### src/rtl/regfile_wb_arbiter.sv
// Two-requester writeback arbiter for the register file's single write port.
// Define WB_ARB_ROUND_ROBIN_EN for round-robin arbitration; default is fixed priority (requester 0 wins).
module regfile_wb_arbiter #(
  parameter int DW = 32,
  parameter int AW = 5
) (
  input  logic          clk,
  input  logic          rst,
  input  logic          req0_valid,
  input  logic [AW-1:0] req0_addr,
  input  logic [DW-1:0] req0_data,
  output logic          req0_ready,
  input  logic          req1_valid,
  input  logic [AW-1:0] req1_addr,
  input  logic [DW-1:0] req1_data,
  output logic          req1_ready,
  output logic          rf_we,
  output logic [AW-1:0] rf_addr,
  output logic [DW-1:0] rf_wdata,
  input  logic [AW-1:0] q1_addr,
  input  logic [AW-1:0] q2_addr,
  output logic          q1_hit,
  output logic          q2_hit
);

  logic grant0;
  logic grant1;
  logic stage_we;

`ifdef WB_ARB_ROUND_ROBIN_EN
  typedef enum logic {PRIO_REQ0, PRIO_REQ1} prio_t;

  prio_t prio;
  logic  contended;

  assign contended = req0_valid && req1_valid && !rst;

  // The pointer names the winner of the next contended cycle and flips only when contention occurs.
  always_ff @(posedge clk) begin
    if (rst) begin
      prio <= PRIO_REQ0;
    end else if (contended) begin
      prio <= (prio == PRIO_REQ0) ? PRIO_REQ1 : PRIO_REQ0;
    end
  end

  always_comb begin
    grant0 = 1'b0;
    grant1 = 1'b0;
    if (!rst) begin
      if (contended) begin
        grant0 = (prio == PRIO_REQ0);
        grant1 = (prio == PRIO_REQ1);
      end else begin
        grant0 = req0_valid;
        grant1 = req1_valid;
      end
    end
  end
`else
  always_comb begin
    grant0 = 1'b0;
    grant1 = 1'b0;
    if (!rst) begin
      grant0 = req0_valid;
      grant1 = req1_valid && !req0_valid;
    end
  end
`endif

  assign req0_ready = grant0;
  assign req1_ready = grant1;

  always_ff @(posedge clk) begin
    if (rst) begin
      stage_we <= 1'b0;
      rf_addr  <= '0;
      rf_wdata <= '0;
    end else if (grant0) begin
      stage_we <= (req0_addr != '0);
      rf_addr  <= req0_addr;
      rf_wdata <= req0_data;
    end else if (grant1) begin
      stage_we <= (req1_addr != '0);
      rf_addr  <= req1_addr;
      rf_wdata <= req1_data;
    end else begin
      stage_we <= 1'b0;
    end
  end

  // Masking with rst keeps a staged write from landing on the edge that performs the reset.
  assign rf_we  = stage_we && !rst;
  assign q1_hit = rf_we && (q1_addr == rf_addr);
  assign q2_hit = rf_we && (q2_addr == rf_addr);

endmodule

### config.mk
export PLATFORM = sky130hd
export DESIGN_NAME = regfile_wb_arbiter
export DESIGN_NICKNAME = d
export VERILOG_FILES = /design/src/rtl/regfile_wb_arbiter.sv
export SDC_FILE = /design/constraint.sdc
export NUM_CORES = 1
export LEC_CHECK = 0
export BUFFER_PORTS_ARGS = -buffer_cell sky130_fd_sc_hd__buf_4
export CAP_MARGIN = 10
export CORE_UTILIZATION = 42
export CTS_CLUSTER_SIZE = 14
export DETAILED_ROUTE_END_ITERATION = 10
export PLACE_DENSITY = 0.8
export RECOVER_POWER = 25
export SLEW_MARGIN = 0
export SYNTH_ARGS = -nofsm -noshare
export SYNTH_HDL_FRONTEND = slang
export SYNTH_SLANG_ARGS = --single-unit
### constraint.sdc
create_clock -name clk -period 1 [get_ports clk]
set_input_delay 0.1 -clock clk [delete_from_list [all_inputs] [get_ports clk]]
set_output_delay 0.1 -clock clk [all_outputs]
set_load 0.005 [all_outputs]
Yosys cells after proc, flatten, opt, wreduce, memory -nomap -nowiden
Cells that the tools add are included.

word-level totals
  flip-flop bits (word level) = 38
  ROM bits = 0
  input port bits = 88
  output and inout port bits = 42
  bits in writable memories = 0
  memories kept = 0
  latch bits = 0

operators by class
  shifts and indexed selects = 0
  equal/unequal tests = 2
  $lt $le $gt $ge = 0
  multiply operators = 0
  $add $sub $neg = 0
  bitwise gates (word level) = 0
  mux-type cells = 8
  reduce and logical (&&, ||, !) cells = 9
  divide/modulo/power cells = 0

operators by type and width
  operator            number
  two-way mux 32 bit  2
  == test 5 bit       2
  two-way mux 5 bit   2
  nonzero test 5 bit  2
  logical AND 1 bit   4
  two-way mux 1 bit   4
  zero test 1 bit     2
  nonzero test 2 bit  1

Depth between registers and ports, before layout
Gate-level depths: netlist of the first run.

  depth after elaboration = 5
  mapped depth = 5
  gate-level depth less buffers = 3

Least setup slack after synthesis of the first run
Ideal clock, no wire load.

  kind = input-to-reg
  start = in req1_valid
  end = reg rf_wdata[8]
  data required time = 0.872 ns
  cell stages on the path = 5
  path slack = 0.036 ns
  buffers on the path = 2
  library setup time = 0.128 ns
  arrival = 0.836 ns
  cell sequence = buf_6 -> buf_6 -> mux2_4 -> mux2i_1 -> nor2_1

between the ends
  longest elaborated chain between the ends = 3

RTL lines
  element                              RTL line  RTL
  from (decl)                          13        input logic req1_valid,
  logical AND 1 bit                    66        grant1 = req1_valid && !req0_valid;
  two-way mux 1 bit                    64        if (!rst) begin
  nonzero test 2 bit (no source line)  -
  to (signal assigned)                 82        rf_wdata <= req0_data;
  to (signal assigned)                 86        rf_wdata <= req1_data;
  to (decl)                            19        output logic [DW-1:0] rf_wdata,

Every way passes these cells.
A chain may end at the register's enable or synchronous reset.

Worst setup path in the final report of the first run
  start = reg rf_addr[4]
  end = out q1_hit

between the ends
  longest elaborated chain between the ends = 2

RTL lines
  element                 RTL line  RTL
  from (decl)             18        output logic [AW-1:0] rf_addr,
  from (signal assigned)  81        rf_addr <= req0_addr;
  from (signal assigned)  85        rf_addr <= req1_addr;
  == test 5 bit           94        assign q1_hit = rf_we && (q1_addr == rf_addr);
  logical AND 1 bit       94
  to (decl)               22        output logic q1_hit,

Every way passes these cells.

==> results.py, run 1 <==
metrics = {
    "run_status": {
        "status": "finished with violations",
        "violations": "design-rule violations, negative setup slack",
    },
    "pwr": {
        "pwr-share-seq_pct": 44.0,
        "ir_drop_v": 0.000734,
        "p_int_mw": 2.89,
        "power_frac_comb_pct": 27.7,
        "switchingPower_mw": 0.967,
        "power.share.clock_pct": 28.3,
        "p_sw_share_pct": 25.0,
        "p_per_area_nw_per_um2": 1170,
        "power_mw": 3.86,
        "leakagePower_nw": 1.70,
    },
    "logic_synthesis": {
        "synth_top_area_share_pct": 37.8,
        "ys_ff_latch": 38,
        "ys_warn_count": 0,
        "synth_cells": 185,
        "synth_area_um2": 2010,
        "yosysSeqAreaShare_pct": 37.8,
        "ys_top_cells_by_area": "dfxtp_1 38%, mux2i_1 18%, mux2_4 14%, mux2_2 10%, nor2_1 6.9%",
        "synth.distinct_cells": 21,
        "synth_nets": 273,
        "synth_top_cell_by_area": "dfxtp_1",
        "syn_avg_cell_area_um2": 10.9,
    },
    "global_routing": {
        "grt_pass1_wl_mm": 8.66,
        "grt-ovfl-total": 0,
        "grt_max_degree": 22,
        "grtUsageTotal_pct": 22.0,
        "grt_pass1_vias": 1885,
        "antenna_found_initial": 0,
    },
    "die": {
        "initial_core_util_pct": 45.0,
        "num_io_pins": 130,
        "die-area_um2": 5070,
        "num_rows": 24,
        "die_h_um": 71.2,
        "coreArea_um2": 4470,
        "die_w_um": 71.2,
    },
    "timing": {
        "layout_setup_ws_ns": -0.376,
        "hold_viol_final": 0,
        "hold_slack_ns": 0.0446,
        "maxSlewHeadroom_pct": 83.2,
        "post-route-period-util_pct": 138,
        "period_needed_ns": 1.38,
        "rsz0062_at_grt": "true",
        "tightestPinTransition_ns": 0.252,
        "worst_clock_skew_ns": 0,
        "fmax_mhz": 727,
        "slew_viol_final": 0,
        "setup_viol": 3,
        "fin_tns_setup_ns": -0.738,
    },
    "cts": {
        "clk_pin_slew_ns": 0.08,
        "ctsHtreeMaxLevel": 2,
        "cts-buffers-inserted": 5,
        "cts_buffer_depth": 2,
        "cts_tree": "built",
        "cts_root_buf": "clkbuf_8",
        "clock_latency_ns": 0.28,
        "cts_setup_buffers": 0,
        "cts_sinks": 38,
    },
    "place": {
        "gp_congestion": 0.752,
        "io_buffers": 129,
        "dp_hpwl_mm": 4.20,
        "dp_slack_ns": -0.0965,
    },
    "worst_setup_path": {
        "worstPathArrival_ns": 1.28,
        "path_buf_inv": 1,
        "criticalPathCategory": "reg2out",
        "cp_data_required_time_ns": 0.90,
        "crit_path_start_kind": "register",
        "critical_path.max_fanout": 4,
        "critPathTopFamily": "flip-flops",
        "end_kind": "output pin",
        "critPathSlowestCell": "dfxtp_4",
        "cpPeakStageDelay_ns": 0.37,
        "critical_path.cell_chain": "xnor2_1 > nand4_1 > nor3_1 > buf_4",
    },
    "detailed_routing": {
        "drc_errors": 10,
        "ant_nets": 0,
        "wl_per_cell_um": 14.6,
        "vias": 1870,
        "drt_first_pass_iters": 8,
        "vias_per_cell": 4.96,
        "initialDrtViolationCount": 95,
        "drt-total-wl_mm": 5.50,
    },
    "cells_and_area": {
        "n_antenna_cell": 0,
        "layout_common_cells": "119 x buf_4, 37 x mux2i_1, 37 x nor2_1",
        "nNetsFinal": 412,
        "final_core_util_pct": 73.9,
        "final_common_cell": "buf_4",
        "area_delta_synth_final_pct": 64.4,
        "drive_gt1_share_pct": 62.2,
    },
    "job": {
        "cap_violations": 0,
    },
    "min_path": {
        "hold_path_class": "in2reg",
    },
}
==> metal layers <==
layer	vias to the layer above	GRT usage, %	routed length [um]
met1	867	25.2	2140
li1	913	-	-
met5	-	0	0
met2	80	39.7	2850
met3	10	6.19	422
met4	0	6.89	89
==> tightest hold or removal path: cells and delay by family <==
kind                   cells  cell delay (ns)
buffers and inverters      1             0.07
muxes                      1             0.05
and+or+nand+nor            1             0.07
==> repair_timing <==
| item | in CTS | in global routing |
|---|---|---|
| pin swaps | 2 | 2 |
| setup endpoints to repair | 7 | 8 |
| resized for setup | 11 | 11 |
| hold buffers | 0 | 0 |
==> worst paths after layout <==
| check | from | endpoint | slack (ns) | depth (start not counted) |
|---|---|---|---|---|
| min | req0_data[25] | rf_wdata[25] | 0.04 | 3 |
| max reg2reg | rf_addr[0] | rf_addr[0] | -0.06 | 4 |
| max | rf_addr[4] | q1_hit | -0.38 | 4 |
| min reg2reg | rf_wdata[30] | rf_wdata[30] | 0.63 | 3 |
==> cells in the mapped netlist, drive strengths merged <==
| library cell | count |
|---|---|
| buf | 11 |
| clkbuf | 2 |
| dfxtp | 38 |
| inv | 1 |
| mux2 | 37 |
| mux2i | 37 |
| nand2 | 1 |
| nand2b | 1 |
| nand4 | 2 |
| nor2 | 37 |
| nor2b | 1 |
| nor3 | 2 |
| nor3b | 1 |
| o21ai | 2 |
| or4 | 2 |
| xnor2 | 8 |
| xor2 | 2 |
==> power groups by stage <==
stage / Combinational, mW / Clock [mW] / Sequential, mW
floorplan: 0.471 / 0 / 1.73
global placement: 1.02 / 0 / 1.72
detailed placement: 1.05 / 0 / 1.72
CTS: 1.06 / 1.12 / 1.70
global route: 1.15 / 1.22 / 1.72
finish: 1.07 / 1.09 / 1.70
==> logic make-up (layout without fill, tap and decap cells) <==
logic type             Yosys count  in the layout  share of synthesized area (%)
multiplexers                    74             74                           42.7
AO/OA/AOI/OAI                    2              2                          0.497
AND/OR/NAND/NOR                 47             47                           10.2
buffers and inverters           14            154                           4.48
flip-flops                      38             38                           37.8
XOR/XNOR                        10             10                           4.35
==> final cells by class <==
cell class / count / area (um2)
clock buffer: 6 / 82.6
clock inverter: 2 / 12.5
fill: 338 / 1170
inverter: 1 / 3.75
multi-input combinational: 133 / 1200
sequential: 38 / 776
tap: 52 / 65.1
timing repair buffer: 145 / 1160
==> per-stage QoR <==
step / cells / instance area (um2)
2_1_floorplan: 185 / 2010
3_3_place_gp: 369 / 3130
3_5_place_dp: 369 / 3130
4_1_cts: 377 / 3260
5_1_grt: 377 / 3310
6_report: 377 / 3310
==> flip-flops by register name, summed over array words and instances, names as in the netlist <==
signal    count
rf_wdata     32
rf_addr       5
stage_we      1
Note: power is estimated with default switching activity, not from simulation.
==> run 2, diff against run 1 <==
--- a/config.mk
+++ b/config.mk
@@ -7,10 +7,10 @@
 export LEC_CHECK = 0
 export BUFFER_PORTS_ARGS = -buffer_cell sky130_fd_sc_hd__buf_4
 export CAP_MARGIN = 10
-export CORE_UTILIZATION = 42
+export CORE_UTILIZATION = 46
 export CTS_CLUSTER_SIZE = 14
 export DETAILED_ROUTE_END_ITERATION = 10
-export PLACE_DENSITY = 0.8
+export PLACE_DENSITY = 0.86
 export RECOVER_POWER = 25
 export SLEW_MARGIN = 0
 export SYNTH_ARGS = -nofsm -noshare
==> constraint.sdc (replaced) <==
create_clock -name clk -period 1.6 [get_ports clk]
set_input_delay 0.16 -clock clk [delete_from_list [all_inputs] [get_ports clk]]
set_output_delay 0.16 -clock clk [all_outputs]
set_load 0.005 [all_outputs]
==> run 2 against run 1 <==
- the flow now finishes without violations
- via count is 3.9% lower
- flip-flop and latch count unchanged
- worst hold slack improved by 0.042 ns
- die area shrank 8.4%
- non-clock buffer count is 10 lower
- design area is 4.7% lower
- final cell count shrank 3.2%
- power decreased by 31%
- sequential power shrank 38%
- worst setup slack better by 0.52 ns
- clock power is 10% lower
- core utilization grew 3.2 points
==> results.py, run 2 (synthesis gave the netlist of run 1 again) <==
metrics = {
    "run_status": {
        "status": "completed",
    },
    "timing": {
        "tightestPinTransition_ns": 0.429,
        "hold_viol_final": 0,
        "post-route-period-util_pct": 90.7,
        "period_needed_ns": 1.45,
        "fmax_mhz": 689,
        "fin_tns_setup_ns": 0,
        "maxSlewHeadroom_pct": 71.4,
        "setup_viol": 0,
        "slew_viol_final": 0,
        "worst_clock_skew_ns": 0,
        "rsz0062_at_grt": "false",
    },
    "cells_and_area": {
        "multiInputGateArea_um2": 1160,
        "regMostFlops": "rf_wdata",
        "instances_no_fill": 365,
        "regArea_um2": 761,
        "largest_reg_flops": 32,
        "n_antenna_cell": 0,
        "design_area_um2": 3150,
        "nFillCells": 300,
        "final_common_cell": "buf_4",
        "drive_gt1_share_pct": 57.5,
        "reg_top3": "rf_wdata (32), rf_addr (5), stage_we (1)",
        "final_core_util_pct": 77.1,
        "nNetsFinal": 402,
        "area_delta_synth_final_pct": 56.7,
        "layout_common_cells": "126 x buf_4, 38 x dfxtp_1, 37 x mux2i_1, 37 x nor2_1, 19 x mux2_4",
    },
    "worst_setup_path": {
        "criticalPathCategory": "reg2out",
        "cp_data_required_time_ns": 1.44,
        "timing.rr.end": "rf_addr[1]",
        "r2r-start": "rf_addr[1]",
        "r2r_slack_ns": 0.67,
        "critical_path.max_fanout": 4,
        "worstPathArrival_ns": 1.29,
        "end_kind": "output pin",
        "ff2ff_path_depth": 3,
        "crit_path_start_kind": "register",
    },
    "cts": {
        "cts_sinks": 38,
        "cts_setup_buffers": 0,
        "cts-buffers-inserted": 5,
        "holdBufCountCts": 0,
        "ctsHtreeMaxLevel": 2,
        "cts_tree": "built",
        "clock_latency_ns": 0.29,
        "cts_buffer_depth": 2,
        "clk_pin_slew_ns": 0.08,
        "cts_root_buf": "clkbuf_8",
        "cts_resized": 0,
    },
    "detailed_routing": {
        "vias_per_cell": 4.93,
        "drt_first_pass_iters": 4,
        "drc_errors": 0,
        "ant_nets": 0,
        "wl_per_cell_um": 14.4,
        "initialDrtViolationCount": 81,
        "vias": 1798,
        "drt-total-wl_mm": 5.27,
    },
    "global_routing": {
        "grtUsageTotal_pct": 21.8,
        "grt_max_degree": 41,
        "grt.met2_usage_pct": 40.4,
        "grt_pass1_vias": 1678,
        "antenna_found_initial": 0,
        "grt_pass1_wl_mm": 7.48,
        "grt-ovfl-total": 0,
        "gr-usage-met3_pct": 5.83,
        "grt_busiest_layer": "met2",
        "globalRouteMet1Util_pct": 23.3,
    },
    "die": {
        "coreArea_um2": 4090,
        "die_h_um": 68.1,
        "die-area_um2": 4640,
        "num_io_pins": 130,
        "die_w_um": 68.1,
        "initial_core_util_pct": 49.2,
        "num_rows": 23,
    },
    "place": {
        "gp_congestion": 0.714,
        "post-place-cells": 357,
        "placed_area_um2": 3010,
        "io_buffers": 129,
        "dp_hpwl_mm": 4.05,
    },
    "min_path": {
        "hold_path_class": "in2reg",
        "min-delay-start": "req1_addr[2]",
        "min_to": "stage_we",
        "hold_depth": 3,
    },
    "pwr": {
        "p_per_area_nw_per_um2": 839,
        "leakagePower_nw": 1.62,
        "ir_drop_v": 0.000546,
    },
    "job": {
        "cap_violations": 0,
    },
}
[run 2: where the power goes]
part,switching (mW),internal (mW),total (mW)
Combinational,0.204,0.403,0.606
Clock,0.354,0.625,0.978
Sequential,0.0451,1.01,1.06
[run 2: area by class of cell]
cell class,count,area share (%)
Clock buffer,5,2.18
Clock inverter,3,2.18
Inverter,1,0.119
Multi-Input combinational cell,133,36.8
Sequential cell,38,24.1
Tap cell,50,1.98
Timing Repair Buffer,135,32.6
[run 2: through the flow]
stage | power (mW) | hold WS [ns] | setup slack, ns
3_3_place_gp | 1.68 | 0.375 | 0.353
2_1_floorplan | 1.37 | 0.277 | 0.576
4_1_cts | 2.67 | 0.0836 | 0.133
3_5_place_dp | 1.69 | 0.386 | 0.322
5_1_grt | 2.76 | 0.0888 | 0.0770
6_report | 2.64 | 0.0865 | 0.148
[run 2: layer usage]
metal  share of wire [%]  vias to the layer above
li1                    -                      891
met1                  39                      822
met2                  52                       77
met3                 8.0                        8
met4                 1.5                        0
met5                   0                        -
[run 2: worst max-delay path by stage]
stage | startpoint | end | slack [ns] | cells past startpoint
2_1_floorplan | req1_valid | rf_wdata[8] | 0.58 | 5
3_3_place_gp | req1_valid | rf_wdata[10] | 0.35 | 5
3_5_place_dp | req1_valid | rf_wdata[17] | 0.32 | 5
4_1_cts | rf_addr[2] | q2_hit | 0.13 | 4
5_1_grt | rf_addr[2] | q2_hit | 0.08 | 4
6_report | rf_addr[2] | q2_hit | 0.15 | 4
[run 2: worst max-delay path, stage by stage (launching register included)]
cell and delay (ns):
dfxtp_1 0.42, xnor2_1 0.14, nand4_1 0.12, nor3_1 0.18
buf_4 0.13
==> run 3, diff against run 2 <==
--- a/config.mk
+++ b/config.mk
@@ -5,12 +5,13 @@
 export SDC_FILE = /design/constraint.sdc
 export NUM_CORES = 1
 export LEC_CHECK = 0
+export ABC_AREA = 1
 export BUFFER_PORTS_ARGS = -buffer_cell sky130_fd_sc_hd__buf_4
 export CAP_MARGIN = 10
-export CORE_UTILIZATION = 46
+export CORE_UTILIZATION = 44
 export CTS_CLUSTER_SIZE = 14
 export DETAILED_ROUTE_END_ITERATION = 10
-export PLACE_DENSITY = 0.86
+export PLACE_DENSITY = 0.8
 export RECOVER_POWER = 25
 export SLEW_MARGIN = 0
 export SYNTH_ARGS = -nofsm -noshare
==> constraint.sdc (replaced) <==
create_clock -name clk -period 1.5 [get_ports clk]
set_input_delay 0.15 -clock clk [delete_from_list [all_inputs] [get_ports clk]]
set_output_delay 0.15 -clock clk [all_outputs]
set_load 0.005 [all_outputs]
==> run 3 against run 2 <==
- clock-buffer cell count grew 2
- worst hold slack gained 0.11 ns
- combinational power grew 14%
- design area grew 7.0%
- core utilization shrank 7.6 points
- routed wire length grew 26%
- via count grew 54%
- sequential share of layout area shrank 1.5 points
==> results.py, run 3 <==
metrics = {
    "cts": {
        "ctsHtreeMaxLevel": 2,
        "cts_tree": "built",
        "cts-buffers-inserted": 5,
        "cts_buffer_depth": 2,
        "cts_resized": 0,
        "holdBufCountCts": 0,
        "cts_sinks": 38,
        "clock_latency_ns": 0.28,
        "cts_setup_buffers": 0,
        "clk_pin_slew_ns": 0.07,
        "cts_root_buf": "clkbuf_8",
    },
    "min_path": {
        "hold_path_class": "in2reg",
    },
    "detailed_routing": {
        "wl_per_cell_um": 11.9,
        "ant_nets": 0,
        "drt_first_pass_iters": 4,
        "vias": 2768,
        "vias_per_cell": 4.93,
        "drc_errors": 0,
        "drt-total-wl_mm": 6.65,
        "initialDrtViolationCount": 197,
    },
    "place": {
        "dp_slack_ns": 0.318,
        "post-place-cells": 553,
        "io_buffers": 129,
        "dp_hpwl_mm": 4.80,
        "gp_congestion": 0.913,
    },
    "global_routing": {
        "grt_pass1_wl_mm": 10.6,
        "grt_pass1_vias": 2495,
        "grt.met2_usage_pct": 44.2,
        "grt_busiest_layer": "met2",
        "grt_max_degree": 39,
        "grtUsageTotal_pct": 24.8,
        "antenna_found_initial": 0,
        "gr-usage-met3_pct": 7.18,
        "grt-ovfl-total": 0,
        "globalRouteMet1Util_pct": 29.0,
    },
    "pwr": {
        "leakagePower_nw": 1.89,
        "p_per_area_nw_per_um2": 755,
        "ir_drop_v": 0.000413,
    },
    "logic_synthesis": {
        "synth-edff-count": 0,
        "synth_top_area_share_pct": 33.3,
        "synth_nets": 462,
        "async_reset_ff_share_pct": 0,
        "ys_warn_count": 0,
        "synth_most_common_cell": "nand3_1",
        "ys_top_cells_by_area": "dfxtp_1 33%, nand3_1 25%, inv_1 14%, nand2_1 8.9%, a21oi_1 8.3%",
        "syn_avg_cell_area_um2": 6.12,
        "synth_top_cell_by_area": "dfxtp_1",
        "synth_cells": 374,
        "ys_ff_latch": 38,
        "yosysSeqAreaShare_pct": 33.3,
        "synth.distinct_cells": 15,
        "synth_area_um2": 2290,
        "synthFlopType": "dfxtp_1",
        "synth_common_cells": "114 x nand3_1, 84 x inv_1, 54 x nand2_1",
    },
    "cells_and_area": {
        "final_common_cell": "buf_4",
        "area_delta_synth_final_pct": 47.4,
        "regMostFlops": "rf_wdata",
        "layout_common_cells": "125 x buf_4, 114 x nand3_1, 85 x inv_1",
        "instances_no_fill": 561,
        "largest_reg_flops": 32,
        "nFillCells": 443,
        "reg_top3": "rf_wdata (32), rf_addr (5), stage_we (1)",
        "nNetsFinal": 581,
        "n_antenna_cell": 0,
        "drive_gt1_share_pct": 30.0,
        "final_core_util_pct": 69.5,
    },
    "die": {
        "coreArea_um2": 4850,
        "die_h_um": 74.1,
        "num_io_pins": 130,
        "die_w_um": 74.1,
        "initial_core_util_pct": 47.2,
        "die-area_um2": 5490,
        "num_rows": 25,
    },
    "worst_setup_path": {
        "critPathSlowestCell": "dfxtp_1",
        "path_buf_inv": 2,
        "critical_path.cell_chain": "inv_1 > nand2_1 > nand2_1 > nand3b_1 > nor2_1 > buf_4",
        "critPathTopFamily": "flip-flops",
        "worstPathArrival_ns": 1.27,
        "critical_path.max_fanout": 5,
        "cp_data_required_time_ns": 1.35,
        "end_kind": "output pin",
        "crit_path_start_kind": "register",
        "criticalPathCategory": "reg2out",
        "path_common_cell": "nand2_1",
        "cpPeakStageDelay_ns": 0.44,
    },
    "run_status": {
        "status": "completed",
    },
    "timing": {
        "rsz0062_at_grt": "false",
        "worst_clock_skew_ns": 0,
        "post-route-period-util_pct": 94.7,
        "hold_viol_final": 0,
        "slew_viol_final": 0,
        "hold_slack_ns": 0.197,
        "period_needed_ns": 1.42,
        "tightestPinTransition_ns": 0.666,
        "layout_setup_ws_ns": 0.0795,
        "maxSlewHeadroom_pct": 55.6,
        "fmax_mhz": 704,
        "setup_viol": 0,
        "fin_tns_setup_ns": 0,
    },
    "job": {
        "cap_violations": 0,
    },
}
[run 3: changes by cell type after synthesis, sizes merged, moves of 11 or more]
cell | previous run | this run
nand3 | 0 | 114
mux2i | 37 | 0
a21oi | 0 | 38
buf | 11 | 22
nor2 | 37 | 7
nand2 | 1 | 56
mux2 | 37 | 0
inv | 1 | 85
[run 3: worst reg2reg max path, stage by stage, from the launching register on]
cell,delay [ns]
dfxtp_1,0.44
nand3_1,0.11
a21oi_1,0.15
[run 3: layer usage]
metal / wire length, um / share of wire (%)
met1: 2740 / 41
met5: 0 / 0
met4: 54 / 0.81
met2: 3320 / 50
met3: 543 / 8.2
[run 3: cell families (layout without fill, tap and decap cells)]
logic type / Yosys count / count (layout) / share of synthesized area [%]
AO/OA/AOI/OAI: 41 / 41 / 8.97
AND/OR/NAND/NOR: 179 / 179 / 36.2
flip-flops: 38 / 38 / 33.3
XOR/XNOR: 4 / 4 / 1.53
buffers and inverters: 112 / 232 / 20.1
[run 3: final cells by class]
type | count | area (um2) | area share (%)
multi-input cells | 224 | 1060 | 31.6
repair buffers | 139 | 1050 | 31.2
flip-flops and latches | 38 | 762 | 22.6
inverters | 85 | 319 | 9.46
clock buffers | 7 | 86.3 | 2.56
well taps | 67 | 83.8 | 2.49
clock inverters | 1 | 5.00 | 0.148
[run 3: stage by stage]
| step | cell area, um2 | power, mW |
|---|---|---|
| after global placement | 3290 | 1.84 |
| after global routing | 3370 | 2.71 |
| after floorplan | 2290 | 1.48 |
| final | 3370 | 2.55 |
| after detailed placement | 3290 | 1.85 |
| after CTS | 3380 | 2.57 |
[run 3: path summary, 6_finish.rpt]
check,from,endpoint,slack (ns),cells after the start
setup / recovery,rf_addr[1],q2_hit,0.08,6
hold / removal,req0_addr[2],stage_we,0.20,5
setup reg to reg,rf_addr[1],rf_addr[1],0.73,2
hold reg to reg,rf_wdata[15],rf_wdata[15],0.49,2
[run 3: power by group]
part | internal, mW | total (mW) | switching, mW
Combinational | 0.372 | 0.689 | 0.317
Clock | 0.371 | 0.725 | 0.354
Sequential | 1.08 | 1.13 | 0.0478
Total | 1.83 | 2.55 | 0.720
